File: src/rtl/cpu_types_pkg.sv
// Shared types for the MIPS core memory system: RAM handshake states,
// arbiter states and the latched transaction record.
package cpu_types_pkg;

  typedef logic [31:0] word_t;

  typedef enum logic [1:0] {
    FREE   = 2'd0,
    BUSY   = 2'd1,
    ACCESS = 2'd2,
    ERROR  = 2'd3
  } ramstate_t;

  typedef enum logic [2:0] {
    IDLE   = 3'd0,
    DGRANT = 3'd1,
    IGRANT = 3'd2,
    FAULT  = 3'd3,
    PARKED = 3'd4
  } arb_state_t;

  localparam int ARB_TIMEOUT_DEFAULT = 15;

  // Address, store data and op captured at grant time.
  typedef struct packed {
    word_t addr;
    word_t store;
    logic  wen;
  } arb_txn_t;

  function automatic arb_txn_t make_txn(word_t addr, word_t store, logic wen);
    arb_txn_t t;
    t.addr  = addr;
    t.store = store;
    t.wen   = wen;
    return t;
  endfunction

endpackage

File: src/rtl/arb_wait_counter.sv
// Saturating wait-cycle counter for a granted RAM transaction; flags the
// wait cycle that brings the count to TIMEOUT.
module arb_wait_counter
  import cpu_types_pkg::*;
#(
  parameter  int TIMEOUT = ARB_TIMEOUT_DEFAULT,
  localparam int CW      = $clog2(TIMEOUT + 1)
) (
  input  logic clk,
  input  logic rst_n,
  input  logic clr_i,
  input  logic en_i,
  output logic expired_o
);

  logic [CW-1:0] count_q, count_d;

  // NOTE: every signal written here gets its default first, so no latch is inferred.
  always_comb begin
    count_d = count_q;
    if (clr_i)
      count_d = '0;
    else if (en_i && (count_q != CW'(TIMEOUT)))
      count_d = count_q + CW'(1);
  end

  // NOTE: clocked state uses non-blocking assignments so all flops see pre-edge values.
  always_ff @(posedge clk or negedge rst_n) begin
    if (!rst_n) count_q <= '0;
    else        count_q <= count_d;
  end

  assign expired_o = en_i && (count_q >= CW'(TIMEOUT - 1));

endmodule

File: src/rtl/mem_arbiter.sv
// Single-port RAM arbiter between instruction fetch and data access:
// data-favoured with a one-shot fetch token, error/timeout fault and halt park.
module mem_arbiter
  import cpu_types_pkg::*;
#(
  parameter int TIMEOUT = ARB_TIMEOUT_DEFAULT
) (
  input  logic        CLK,
  input  logic        nRST,
  input  logic        iREN,
  input  logic [31:0] iaddr,
  input  logic        dREN,
  input  logic        dWEN,
  input  logic [31:0] daddr,
  input  logic [31:0] dstore,
  input  logic        halt,
  input  ramstate_t   ramstate,
  input  logic [31:0] ramload,
  output logic        ramREN,
  output logic        ramWEN,
  output logic [31:0] ramaddr,
  output logic [31:0] ramstore,
  output logic        ihit,
  output logic        dhit,
  output logic [31:0] iload,
  output logic [31:0] dload,
  output logic        err,
  output logic        halted
);

  arb_state_t state_q, state_d;
  logic       ifirst_q, ifirst_d;
  arb_txn_t   txn_q, txn_d;
  logic       cnt_clr, cnt_en, cnt_expired;
  logic       in_grant;

  arb_wait_counter #(.TIMEOUT(TIMEOUT)) u_wait (
    .clk      (CLK),
    .rst_n    (nRST),
    .clr_i    (cnt_clr),
    .en_i     (cnt_en),
    .expired_o(cnt_expired)
  );

  always_comb begin
    state_d  = state_q;
    ifirst_d = ifirst_q;
    txn_d    = txn_q;
    cnt_clr  = 1'b0;
    cnt_en   = 1'b0;
    unique case (state_q)
      IDLE: begin
        if (halt) begin
          state_d = PARKED;
        end else if (iREN && ifirst_q) begin
          state_d  = IGRANT;
          ifirst_d = 1'b0;
          txn_d    = make_txn(iaddr, '0, 1'b0);
          cnt_clr  = 1'b1;
        end else if (dREN || dWEN) begin
          state_d = DGRANT;
          txn_d   = make_txn(daddr, dstore, dWEN);
          cnt_clr = 1'b1;
        end else if (iREN) begin
          state_d  = IGRANT;
          ifirst_d = 1'b0;
          txn_d    = make_txn(iaddr, '0, 1'b0);
          cnt_clr  = 1'b1;
        end
      end
      DGRANT, IGRANT: begin
        if (ramstate == ACCESS) begin
          state_d = IDLE;
          // A fetch that waited behind this data access goes next.
          if (state_q == DGRANT && iREN) ifirst_d = 1'b1;
        end else if (ramstate == ERROR) begin
          state_d = FAULT;
        end else begin
          cnt_en = 1'b1;
          if (cnt_expired) state_d = FAULT;
        end
      end
      FAULT, PARKED: state_d = state_q;
      default:       state_d = FAULT;
    endcase
  end

  always_ff @(posedge CLK or negedge nRST) begin
    if (!nRST) begin
      state_q  <= IDLE;
      ifirst_q <= 1'b0;
      txn_q    <= '0;
    end else begin
      state_q  <= state_d;
      ifirst_q <= ifirst_d;
      txn_q    <= txn_d;
    end
  end

  // Outputs decode the registered state, so reset clears them asynchronously.
  assign in_grant = (state_q == DGRANT) || (state_q == IGRANT);
  assign ramREN   = (state_q == IGRANT) || ((state_q == DGRANT) && !txn_q.wen);
  assign ramWEN   = (state_q == DGRANT) && txn_q.wen;
  assign ramaddr  = in_grant ? txn_q.addr  : '0;
  assign ramstore = in_grant ? txn_q.store : '0;
  assign ihit     = (state_q == IGRANT) && (ramstate == ACCESS);
  assign dhit     = (state_q == DGRANT) && (ramstate == ACCESS);
  assign iload    = ihit ? ramload : '0;
  assign dload    = dhit ? ramload : '0;
  assign err      = (state_q == FAULT);
  assign halted   = (state_q == PARKED);

endmodule

File: config.mk
export PLATFORM = sky130hd
export DESIGN_NAME = mem_arbiter
export DESIGN_NICKNAME = d
export VERILOG_FILES = /design/src/rtl/cpu_types_pkg.sv /design/src/rtl/arb_wait_counter.sv /design/src/rtl/mem_arbiter.sv
export SDC_FILE = /design/constraint.sdc
export NUM_CORES = 1
export LEC_CHECK = 0
export BUFFER_PORTS_ARGS = -buffer_cell sky130_fd_sc_hd__buf_2
export CORE_UTILIZATION = 39
export CTS_CLUSTER_SIZE = 25
export DETAILED_ROUTE_END_ITERATION = 8
export GPL_TIMING_DRIVEN = 0
export MAX_ROUTING_LAYER = met4
export PLACE_DENSITY = 0.77
export SLEW_MARGIN = 20
export SYNTH_ARGS = -nofsm -noshare
export SYNTH_HDL_FRONTEND = slang
export SYNTH_SLANG_ARGS = --single-unit
File: constraint.sdc
create_clock -name CLK -period 1.48 [get_ports CLK]
set_input_delay 0.148 -clock CLK [delete_from_list [all_inputs] [get_ports CLK]]
set_output_delay 0.148 -clock CLK [all_outputs]
set_load 0.02 [all_outputs]
== Word-level counts from Yosys, hierarchy flattened ==
Index checks and enable logic that the tools add are counted.

* Bits in registers: 73
* Bits in latches: 0
* Memory bits (writable): 0
* ROM bits: 0
* Input bits: 136
* Output and inout bits: 134
* Word-level logic and storage cells: 77
* Memories kept: 0

* Add/subtract/negate cells: 1
* Multiply operators: 0
* Div/mod/pow operators: 0
* $lt $le $gt $ge: 1
* Equality and inequality tests: 14
* Shift operators: 0
* Mux-type cells: 32
* Bitwise operators: 2
* Reductions and logical operators: 21

{| class="wikitable"
|+ Operators with widths
! kind !! count
|-
| 65-bit 2-to-1 mux || 3
|-
| 32-bit 2-to-1 mux || 4
|-
| 3-bit 2-to-1 mux || 7
|-
| 1-bit 2-to-1 mux || 14
|-
| 3-bit case mux with 3 select lines || 1
|-
| 1-bit logical AND || 8
|-
| 4-bit 2-to-1 mux || 2
|-
| 4-bit != test (second input constant) || 2
|-
| 3-bit by 2-bit == test with 1-bit output (second input constant) || 2
|-
| 2-bit != test (second input constant) || 3
|-
| 3-bit != test (second input constant) || 2
|-
| 3-bit AND reduction || 2
|-
| 6-bit AND reduction || 1
|-
| 5-bit != test (second input constant) || 1
|-
| 4-bit by 1-bit adder with 4-bit output (second input constant) || 1
|-
| 2-bit == test (second input constant) || 2
|-
| 4-bit greater-or-equal comparator (second input constant) || 1
|-
| 2-bit nonzero test || 2
|-
| 2-bit OR reduction || 2
|-
| 3-bit by 1-bit == test with 1-bit output (second input constant) || 1
|-
| 3-bit == test (second input constant) || 1
|-
| 3-bit zero test || 1
|-
| 1-bit logical OR || 3
|-
| 3-bit nonzero test || 1
|-
| other kinds (3) || 4
|}

== Logic depth before layout (Yosys ltp) ==
Gate-level depths: netlist of run 1.

* Depth after elaboration: 9
* Mapped depth: 7
* Gate-level depth less buffers: 5

== Cells and area by module ==
A second synthesis of run 1 with hierarchy kept.

* Cells, all modules: 490
* Area, all modules: 4,236.6 sq um

{| class="wikitable"
|+ Modules (own cells, without submodules)
! module !! instances !! cells an instance !! area an instance (sq um) !! seq. area each (sq um)
|-
| mem_arbiter || 1 || 467 || 3,975.1 || 1,726.7
|-
| arb_wait_counter || 1 || 23 || 261.5 || 100.1
|}

== Least setup slack after synthesis of run 1 ==
Ideal clock, no wire load.

* Kind: register to output
* Start point: register state_q[1]
* End point: output dload[22]
* Arrival: 1,553 ps
* Data required time: 1,332 ps
* Path slack: -221 ps
* Cell stages (with the launch flop): 5
* Path buffers: 2
* Path through: dfrtp_1 buf_6 nor4b_2 clkbuf_1 and2_1

* Cells in the longest elaborated chain, start to end: 3

{| class="wikitable"
|+ RTL lines
! item !! line !! RTL
|-
| start: declaration || mem_arbiter.sv:31 || <nowiki>arb_state_t state_q, state_d;</nowiki>
|-
| start signal: assignment || mem_arbiter.sv:94 || <nowiki>state_q <= state_d;</nowiki>
|-
| 3-bit by 1-bit == test with 1-bit output || mem_arbiter.sv:107 || <nowiki>assign dhit = (state_q == DGRANT) && (ramstate == ACCESS);</nowiki>
|-
| 1-bit logical AND || mem_arbiter.sv:107 ||
|-
| named net dhit || mem_arbiter.sv:24 || <nowiki>output logic dhit,</nowiki>
|-
| 32-bit 2-to-1 mux || mem_arbiter.sv:109 || <nowiki>assign dload = dhit ? ramload : '0;</nowiki>
|-
| end: declaration || mem_arbiter.sv:26 || <nowiki>output logic [31:0] dload,</nowiki>
|}

The timed path passes the listed nets, and every way through them passes these cells.

== Final worst setup path of run 1 ==
* Start point: register state_q[1]
* End point: output ramaddr[23]

* Cells in the longest elaborated chain, start to end: 3
* Elaborated cells between the ends (all ways): 4
* Those cells by class: 2 x eq/ne; 1 x mux; 1 x reduce/logical

{| class="wikitable"
|+ RTL lines
! item !! line !! RTL
|-
| 3-bit by 1-bit == test with 1-bit output / 3-bit by 2-bit == test with 1-bit output (equally long branches) || mem_arbiter.sv:101 || <nowiki>assign in_grant = (state_q == DGRANT) || (state_q == IGRANT);</nowiki>
|-
| 1-bit logical OR (*) || mem_arbiter.sv:101 ||
|-
| 32-bit 2-to-1 mux (*) || mem_arbiter.sv:104 || <nowiki>assign ramaddr = in_grant ? txn_q.addr : '0;</nowiki>
|-
| end: declaration || mem_arbiter.sv:21 || <nowiki>output logic [31:0] ramaddr,</nowiki>
|}

Every way passes the cells marked *; elsewhere a longest branch is shown, timed or not.

==> summary.md, run 1 <==
| Metric | Value |
|---|---|
| Die Y | 106 um |
| Asr flop ratio synth | 100% |
| Via count | 5135 |
| CP Class | reg2out |
| Total die area | about 11000 um2 |
| Post-synthesis cell area | ~4300 um2 |
| Top post-synthesis cells by count | and2_1, nand2_1, dfrtp_1 |
| DPL Wire Length | roughly 10000 um |
| H-tree level count | 3 |
| CTS tree | built |
| Mapped Nets | approximately 630 |
| Clock Tree Buf Depth | 2 |
| R2R depth | 8 |
| Tcrit/Tclk final | 135% |
| Number of flops mapped to enable cells by yosys | 0 |
| F_max | ~500 MHz |
| Fill count | 624 |
| #FFs+latches synth | 73 |
| Average cell area after synthesis | roughly 8.7 um2 |
| Synth Flop Type | dfrtp_1 |
| Layout Nets | between 900 and 1000 |
| RSZ-0062 raised after global routing | yes |
| Largest cells by area after synthesis | dfrtp_1, and2_1, nand2_1, mux2i_1, nand3_1 |
| Wire length of the first global-routing pass | 26500 um |
| Slew HR | 64.4% |
| Final setup margin | -522 ps |
| Peak VDD IR | approximately 0.96 mV |
| Status | finished with violations |
| Final hold violation count | 0 |
| Drt drc | 0 |
| Post-synth top area share | a little over two fifths |
| Clock skew | slightly above 7 ps |
| P&R area growth vs syn | 97.6% |
| Num Clock Sinks | 73 |
| Endpoint class of the critical path | output port |
| Ys Warns | 0 |
| Worst Hold Class | in2reg |
| Reg2reg end | txn_q[8] |
| Initial antenna violation count | 0 |
| Vias/cell | 5.34 |
| Remaining antenna violation count after routing | 0 |
| Reg2Reg Setup Slack | -450 ps |
| Drt pass-1 iters | 5 |
| Gate count of the mapped netlist | 487 |
| # IOs | 270 |
| Leak | about 4.4 nW |
| CP startpoint kind | flip-flop |
| N_diodes | 0 |
| Seq/Total Area, Yosys | 42.9% |
| Core Area | 10500 um2 |
| Reg clk slew, reported paths | roughly 80 ps |
| Row count | 37 |
| Post-synth top area cell | dfrtp_1 |
| Fraction of layout cells with a size suffix above 1 | about 70% |
| Total wire length | around 19000 um |
| Fin crit period | around 2000 ps |
| Largest net degree at the start of global routing | just over 50 |
| Min-Delay Endpoint | txn_q[7] |
| Global Route Usage Sum | a little under a third |
| Starting Density | roughly 40% |
| # port buffers | approximately 270 |
| Insertion delay to the later sink of the worst-skew pair | 350 ps |
| Pin slew with the least headroom to its limit | approximately 530 ps |
| Power per Cell Area | ~1600 nW/um2 |
| Hold Crit Depth | 3 |
| Hold Slack | roughly 29 ps |
| Worst Path Arrival | between 1500 and 2000 ps |
| Top-count cell post-synth | and2_1 |
| Min-delay src | dstore[6] |
| Failing checks | setup timing |
| Die width | between 100 and 150 um |
| Pins Over Slew Limit | 0 |
| Drt wl/cell | between 15 and 20 um |
| Required @ worst endpoint | around 1300 ps |
| Start of the worst register-to-register path | state_q[0] |
| CP max FO | 9 |
| CTS Buf Count | 9 |
| Congestion Overflow GR | 0 |
| CTS root buf | clkbuf_8 |
| Vias in the first global route | around 5000 |
| Post-place setup slack | -486 ps |
| Gp weighted congestion | between 0.8 and 0.9 |
| Setup violations, final | between 200 and 250 |
| Max-Cap Viols | 0 |
| DR iter-0 viols | around 330 |
| Synth cell types | 38 |
[report_power, final]
group | total (mW) | internal [mW] | switching, mW
registers | 3.57 | 2.91 | 0.660
clock network | 1.58 | 0.813 | 0.764
logic | 7.95 | 4.17 | 3.77
[critical path, cell delays in order, from the launching register on]
cell       delay (ps)
dfrtp_1           410
buf_6             160
xnor2_4           160
nor2_4            160
buf_12            190
clkbuf_16         160
and2_4            150
buf_6             110
[metal layers]
metal	GRT usage (%)	vias up	share of wire, %
met4	9.69	0	3.4
met5	-	-	0
met1	37.2	2551	38
met3	5.52	59	6.0
met2	53.1	263	52
li1	-	2262	-
[stage by stage]
step	setup TNS (ps)	instance area (um2)	util [%]	std cells	total power, mW
global route	-91510	8420	80.4	961	13.7
global placement	-64370	6040	57.7	892	7.85
detailed placement	-55230	6070	58.0	893	8.02
CTS	-75600	7920	75.7	948	11.7
floorplan	-1610	4520	-	487	6.47
finish	-81440	8420	80.4	961	13.1
[sequential cells by signal, summed over array words and instances (netlist names)]
signal,cells
ifirst_q,1
u_wait.count_q,4
state_q,3
txn_q,65
[worst max path at each step]
stage,startpoint,to,slack (ps),depth (start not counted)
final,state_q[1],ramaddr[23],-520,7
after global routing,state_q[1],ramstore[9],-570,7
after CTS,state_q[0],ramstore[4],-530,7
after global placement,state_q[2],ramaddr[30],-490,6
after detailed placement,state_q[1],ramaddr[23],-490,7
after floorplan,state_q[0],state_q[0],-70,5
[timing repair]
item | 4_1_cts | 5_1_grt
buffers inserted | 26 | 12
pin swaps | 102 | 51
setup endpoints to repair | 206 | 206
cloned | 13 | 9
gates resized for setup | 439 | 139
hold buffers | 1 | 0
hold endpoints to repair | 23 | 0
[logic make-up after synthesis]
kind of cell / share of synthesized area, %
compound gates: 6.64
xor+xnor: 0.206
fa+ha+maj: 0.588
buf+inv: 5.02
flops: 42.9
mux: 8.35
simple gates: 36.3
[layout make-up]
cell class	count	area [um2]	area share, %
well taps	136	170	2.02
multi-input cells	376	2900	34.5
clock buffers	10	138	1.64
inverters	1	3.75	0.0446
clock inverters	5	56.3	0.669
repair buffers	325	2870	34.2
plain buffers	35	443	5.26
flip-flops and latches	73	1830	21.7
[cells in the final DEF, fill, tap and decap left out, types with 2 or more instances in the layout]
cell	synthesis	layout
and2_2	0	4
clkbuf_16	0	8
nand3_4	0	3
nand2_2	0	12
nand2b_1	3	2
nand3_1	34	2
clkbuf_8	0	13
buf_12	0	3
dfrtp_1	73	72
nor2_1	6	2
and2_4	0	124
nand2_4	0	2
ha_1	2	2
clkinv_2	0	2
buf_4	4	20
nand2_1	105	91
buf_6	5	156
nor3_4	0	2
mux2i_1	34	34
a21oi_1	5	4
and2_1	130	2
nor2_4	1	4
nand3_2	0	29
buf_2	12	144
buf_8	0	23
o21ai_2	0	6
o21ai_1	0	19
o21ai_0	32	7
Power figures use the tool's default switching activity.
==> run 2, diff against run 1 <==
- SETUP_SLACK_MARGIN: unset -> 0.3
==> run 2 against run 1 <==
  * Register-to-register slack worse by 80 ps
  * Critical path depth stayed put
  * Largest power group unchanged
  * Die area stayed put
  * The flow still finishes with violations (setup timing)
  * Routed wire length up 8.9%
  * Non-clock buffer count is 15 higher
  * Critical path type unchanged
  * Power grew 3.5%
  * Maximum frequency down 2.7%
  * Worst setup slack worse by 55 ps
  * Clock power is 7% lower
==> summary.md, run 2 (synthesized netlist as in run 1, its figures left out) <==
| Metric | Value |
|---|---|
| Status | finished with violations |
| Failing checks | setup timing |
| Layout Nets | approximately 970 |
| Pin slew with the least headroom to its limit | 567 ps |
| RSZ-0062 raised after global routing | yes |
| H-tree level count | 3 |
| Reg area | 1830 um2 |
| Total wire length | 20800 um |
| Placed Area | between 6000 and 7000 um2 |
| Fin crit period | 2060 ps |
| Slew HR | 61.9% |
| CTS Buf Count | 9 |
| Peak VDD IR | 1.13 mV |
| Vias in the first global route | 5336 |
| Worst Hold Class | in2reg |
| Clock Tree Buf Depth | 2 |
| TNS Setup | -92070 ps |
| Wire length of the first global-routing pass | about 28000 um |
| Starting Density | 40.7% |
| Fraction of layout cells with a size suffix above 1 | 75.1% |
| F_max | about 500 MHz |
| Largest net degree at the start of global routing | 40 |
| CP max FO | 6 |
| Core Area | around 10000 um2 |
| CTS tree | built |
| Initial antenna violation count | 3 |
| DPL Wire Length | ~11000 um |
| Global Route Usage Sum | 33.3% |
| Commonest non-fill, non-tap cells in the layout | buf_6, buf_2, and2_4 |
| Post-place setup slack | -452 ps |
| Gp weighted congestion | between 0.8 and 0.9 |
| Clock skew | between 15 and 20 ps |
| Pins Over Slew Limit | 0 |
| Worst Path Arrival | 1910 ps |
| Dpl cells | between 800 and 900 |
| Die Y | between 100 and 150 um |
| Num Clock Sinks | between 70 and 80 |
| Max-Cap Viols | 0 |
| Multi-input logic area | approximately 3200 um2 |
| Endpoint class of the critical path | output port |
| Drt drc | 0 |
| Drt pass-1 iters | 4 |
| Via count | 5291 |
| Required @ worst endpoint | around 1300 ps |
| Top reg by flops | txn_q |
| Drt wl/cell | 21.2 um |
| Setup violations, final | 206 |
| # IOs | 270 |
| Leak | around 4.6 nW |
| Congestion Overflow GR | 0 |
| Non-Filler Cell Area, Final | between 8000 and 9000 um2 |
| Most common cell after layout, fill and taps aside | buf_6 |
| Die width | ~110 um |
| Reg clk slew, reported paths | approximately 100 ps |
| Final hold violation count | 0 |
| CP startpoint kind | flip-flop |
| Insertion delay to the later sink of the worst-skew pair | 360 ps |
| Vias/cell | between 5 and 6 |
| Remaining antenna violation count after routing | 0 |
| CP Class | reg2out |
| # port buffers | roughly 270 |
| Layout Cells excl Fill | 980 |
| Row count | 37 |
| Final setup margin | -577 ps |
| DR iter-0 viols | about 330 |
| Max FFs per register | 65 |
| Power per Cell Area | approximately 1500 nW/um2 |
| Total die area | ~11000 um2 |
| Top flop regs | txn_q: 65 flops, u_wait.count_q: 4 flops, state_q: 3 flops |
| Fill count | 525 |
| Tcrit/Tclk final | 139% |
| CTS root buf | clkbuf_8 |
| P&R area growth vs syn | 109% |
## run 2: cell types whose count changed in the layout (fill, tap and decap cells not counted), sizes merged
cell,before,now
buf,347,345
bufinv,1,0
clkbuf,22,36
clkinvlp,1,2
diode,0,3
dlygate4sd3,1,4
inv,1,2
## run 2: critical path, stage by stage (launching register included)
cell       delay [ps]
dfrtp_1           420
buf_6             160
xnor2_4           140
nor2_4            190
clkbuf_16         210
clkbuf_16         150
and2_4            150
buf_6             120
## run 2: per-layer routing
layer | up-vias | track usage [%] | part of all wire (%) | routed length, um
met3 | 113 | 6.81 | 7.4 | 1540
met1 | 2552 | 34.5 | 35 | 7260
met4 | 0 | 16.3 | 5.8 | 1200
li1 | 2298 | - | - | -
met5 | - | - | 0 | 0
met2 | 328 | 60.0 | 52 | 10800
## run 2: final cells by class
type	instances	share of cell area (%)
Antenna cell	3	0.0845
Buffer	37	6.23
Clock buffer	10	1.44
Clock inverter	6	0.479
Inverter	1	0.0423
Multi-Input combinational cell	376	35.6
Sequential cell	73	20.6
Tap cell	136	1.92
Timing Repair Buffer	338	33.7
## run 2: timing repair
item / CTS / global route
hold buffers: 4 / 0
buffers inserted: 30 / 10
endpoints found under the setup margin: 206 / 206
endpoints found under the hold margin: 37 / 0
resized for setup: 395 / 124
pin swaps: 92 / 65
gates cloned: 23 / 1
## run 2: path summary, 6_finish.rpt
kind | start | cells past startpoint | end | slack [ps]
max in group asynchronous | nRST | 3 | txn_q[61] | 560
min in group asynchronous | nRST | 2 | txn_q[26] | 300
setup reg to reg | state_q[0] | 9 | txn_q[25] | -530
hold reg to reg | txn_q[11] | 2 | txn_q[11] | 490
setup / recovery | state_q[1] | 7 | ramaddr[22] | -580
hold / removal | dstore[16] | 3 | txn_q[17] | 8
## run 2: power by group
| group | leakage (nW) | internal [mW] | switching [mW] | total, mW |
|---|---|---|---|---|
| clock | 0.0827 | 0.613 | 0.854 | 1.47 |
| sequential | 0.932 | 2.91 | 0.860 | 3.77 |
| combinational | 3.54 | 4.38 | 3.93 | 8.31 |
## run 2: stage by stage
step / utilization (%) / power [mW] / hold slack, ps
after floorplan: - / 7.07 / -148
after global placement: 60.0 / 8.46 / 369
after detailed placement: 60.2 / 8.66 / 137
after CTS: 79.4 / 12.4 / 1.44
after global routing: 84.9 / 14.1 / -1.75
final: 84.9 / 13.5 / 7.77
==> run 3, diff against run 2 <==
- SYNTH_HIERARCHICAL: unset -> 1
==> run 3 against run 2 <==
  * The flow still finishes with violations (setup timing)
  * Sequential power shrank 3%
  * Sequential share of layout area grew 0.17 points
  * Combinational power shrank 7.3%
  * Critical path depth shrank 1
  * Critical path type unchanged
  * Largest cell class unchanged
  * Largest power group unchanged
==> summary.md, run 3 <==
| Metric | Value |
|---|---|
| Status | finished with violations |
| Failing checks | setup timing |
| Final setup margin | -494 ps |
| Top post-synthesis cells by count | and2_1, nand2_1, dfrtp_1 |
| DR iter-0 viols | 194 |
| CTS tree | built |
| Total die area | around 11000 um2 |
| Top flop regs | txn_q: 65 flops, u_wait/count_q: 4 flops, state_q: 3 flops |
| Max FFs per register | 65 |
| Initial antenna violation count | 0 |
| Total wire length | about 19000 um |
| CP Cell Sequence | buf_12, nor4b_4, buf_6, clkbuf_8, and2_4, buf_6 |
| Final hold violation count | 0 |
| Seq/Total Area, Yosys | 43.1% |
| Pin slew with the least headroom to its limit | approximately 530 ps |
| Starting Density | about two fifths |
| Drt drc | 0 |
| CTS Buf Count | 9 |
| Synth cell types | 37 |
| Global Route Usage Sum | between 30% and 40% |
| Clock Tree Buf Depth | 2 |
| CTS root buf | clkbuf_8 |
| H-tree level count | 3 |
| Congestion Overflow GR | 0 |
| P&R area growth vs syn | 108% |
| Reg2Reg Setup Slack | -390 ps |
| Via count | between 5000 and 6000 |
| DPL Wire Length | approximately 10000 um |
| Remaining antenna violation count after routing | 0 |
| Worst Hold Class | in2reg |
| CP bufs+invs | 4 |
| # port buffers | 269 |
| Gp weighted congestion | between 0.8 and 0.9 |
| Post-synth top area share | 43.1% |
| Gate count of the mapped netlist | between 400 and 500 |
| Slowest stage delay, CP | about 470 ps |
| #FFs+latches synth | 73 |
| Wire length of the first global-routing pass | 26300 um |
| Peak VDD IR | about 0.84 mV |
| Die width | between 100 and 150 um |
| Mapped Nets | about 630 |
| Vias in the first global route | 5111 |
| Synth Flop Type | dfrtp_1 |
| Power per Cell Area | approximately 1500 nW/um2 |
| Most used routing layer | met2 |
| Pins Over Slew Limit | 0 |
| Clock skew | about 9.7 ps |
| Largest cells by area after synthesis | dfrtp_1, and2_1, nand2_1, o21ai_1, mux2i_1 |
| Top reg by flops | txn_q |
| Layout Cells excl Fill | 964 |
| Tcrit/Tclk final | 133% |
| RSZ-0062 raised after global routing | yes |
| CP startpoint kind | flip-flop |
| Fin crit period | about 2000 ps |
| Ys Warns | 6 |
| Core Area | approximately 10000 um2 |
| Most common cell after layout, fill and taps aside | buf_6 |
| # IOs | 270 |
| Leak | 4.34 nW |
| TNS Setup | -72920 ps |
| Critical-path cell with the highest stage delay | dfrtp_2 |
| Required @ worst endpoint | roughly 1300 ps |
| Dpl cells | 896 |
| F_max | ~500 MHz |
| Grt met2 use | approximately 57% |
| Met3 Track Usage GR | between 4 and 5% |
| Insertion delay to the later sink of the worst-skew pair | about 350 ps |
| Commonest non-fill, non-tap cells in the layout | buf_6, buf_2, and2_4 |
| Power Total | around 13 mW |
| Family with the most delay on the worst path | buffers and inverters |
| Setup violations, final | ~200 |
| Post-synthesis cell area | between 4000 and 5000 um2 |
| Num Clock Sinks | 73 |
| Largest net degree at the start of global routing | 47 |
| Reg clk slew, reported paths | about 80 ps |
| Placed Area | roughly 6100 um2 |
| Max-Cap Viols | 0 |
| Top-count cell post-synth | and2_1 |
| Row count | 37 |
| Die Y | approximately 110 um |
| Layout Nets | slightly below 1000 |
| Met1 Use GR | around 33% |
| Number of flops mapped to enable cells by yosys | 0 |
| Asr flop ratio synth | 100% |
| Vias/cell | ~5.3 |
| CP Class | reg2out |
| Endpoint class of the critical path | output port |
| N_diodes | 0 |
| Non-Filler Cell Area, Final | between 8000 and 9000 um2 |
| Post-synth top area cell | dfrtp_1 |
| Average cell area after synthesis | a little under 9 um2 |
| Fraction of layout cells with a size suffix above 1 | between 70 and 80% |
| Crit-path most repeated cell | buf_6 |
| CP max FO | 6 |
| Drt wl/cell | roughly 20 um |
| Worst Path Arrival | around 1800 ps |
| Slew HR | about 65% |
| Drt pass-1 iters | 4 |
==> run 3: repair_timing <==
item,in CTS,in global routing
setup endpoints to repair,206,206
cloned,18,0
hold endpoints to repair,28,0
setup buffers,25,9
resized for setup,433,167
hold buffers,2,0
pin swaps,64,74
==> run 3: layer usage <==
layer  vias up  routed length, um  part of all wire (%)
li1       2287                  -                     -
met1      2466               6690                    35
met2       247              10500                    54
met3        81               1160                   6.0
met4         0               1000                   5.2
met5         -                  0                     0
==> run 3: worst paths after layout <==
| path | from | endpoint | depth (start not counted) |
|---|---|---|---|
| max in group asynchronous | nRST | state_q[2] | 3 |
| min in group asynchronous | nRST | txn_q[25] | 2 |
| max reg2reg | state_q[1] | txn_q[29] | 11 |
| min | dstore[30] | txn_q[31] | 3 |
| min reg2reg | txn_q[5] | txn_q[5] | 2 |
| max | state_q[1] | dload[8] | 6 |
==> run 3: kinds of logic after synthesis <==
group / share of synthesized area (%)
buffers and inverters: 4.46
AOI/OAI and AO/OA: 11.1
muxes: 8.27
and+or+nand+nor: 32.2
DFF: 43.1
xor gates and xnor gates: 0.207
adders and majority gates: 0.591
==> run 3: worst register-to-register path: cells and delay by family (launching register included) <==
kind            cells  cell delay [ps]
buf+inv             7              940
flops               1              470
compound gates      2              180
simple gates        2              170
==> run 3: per-stage QoR <==
| step | utilization (%) | setup slack, ps | hold slack (ps) |
|---|---|---|---|
| after floorplan | - | -85.9 | -148 |
| after global placement | 57.9 | -342 | 382 |
| after detailed placement | 58.2 | -391 | 102 |
| after CTS | 78.6 | -447 | 2.58 |
| after global routing | 84.7 | -552 | 25.6 |
| final | 84.7 | -494 | 13.3 |
==> run 3: cell type report <==
cell class              instances  area (um2)
plain buffers                  37         464
clock buffers                   9         124
clock inverters                 5        58.8
fillers                       525        1590
inverters                       4        27.5
multi-input cells             376        3160
flip-flops and latches         73        1830
well taps                     136         170
repair buffers                324        2990
==> run 3: power breakdown <==
group | total, mW | internal [mW] | leakage (nW) | switching (mW)
registers | 3.65 | 2.81 | 0.948 | 0.839
logic | 7.70 | 4.29 | 3.31 | 3.42
clock network | 1.57 | 0.760 | 0.0872 | 0.809
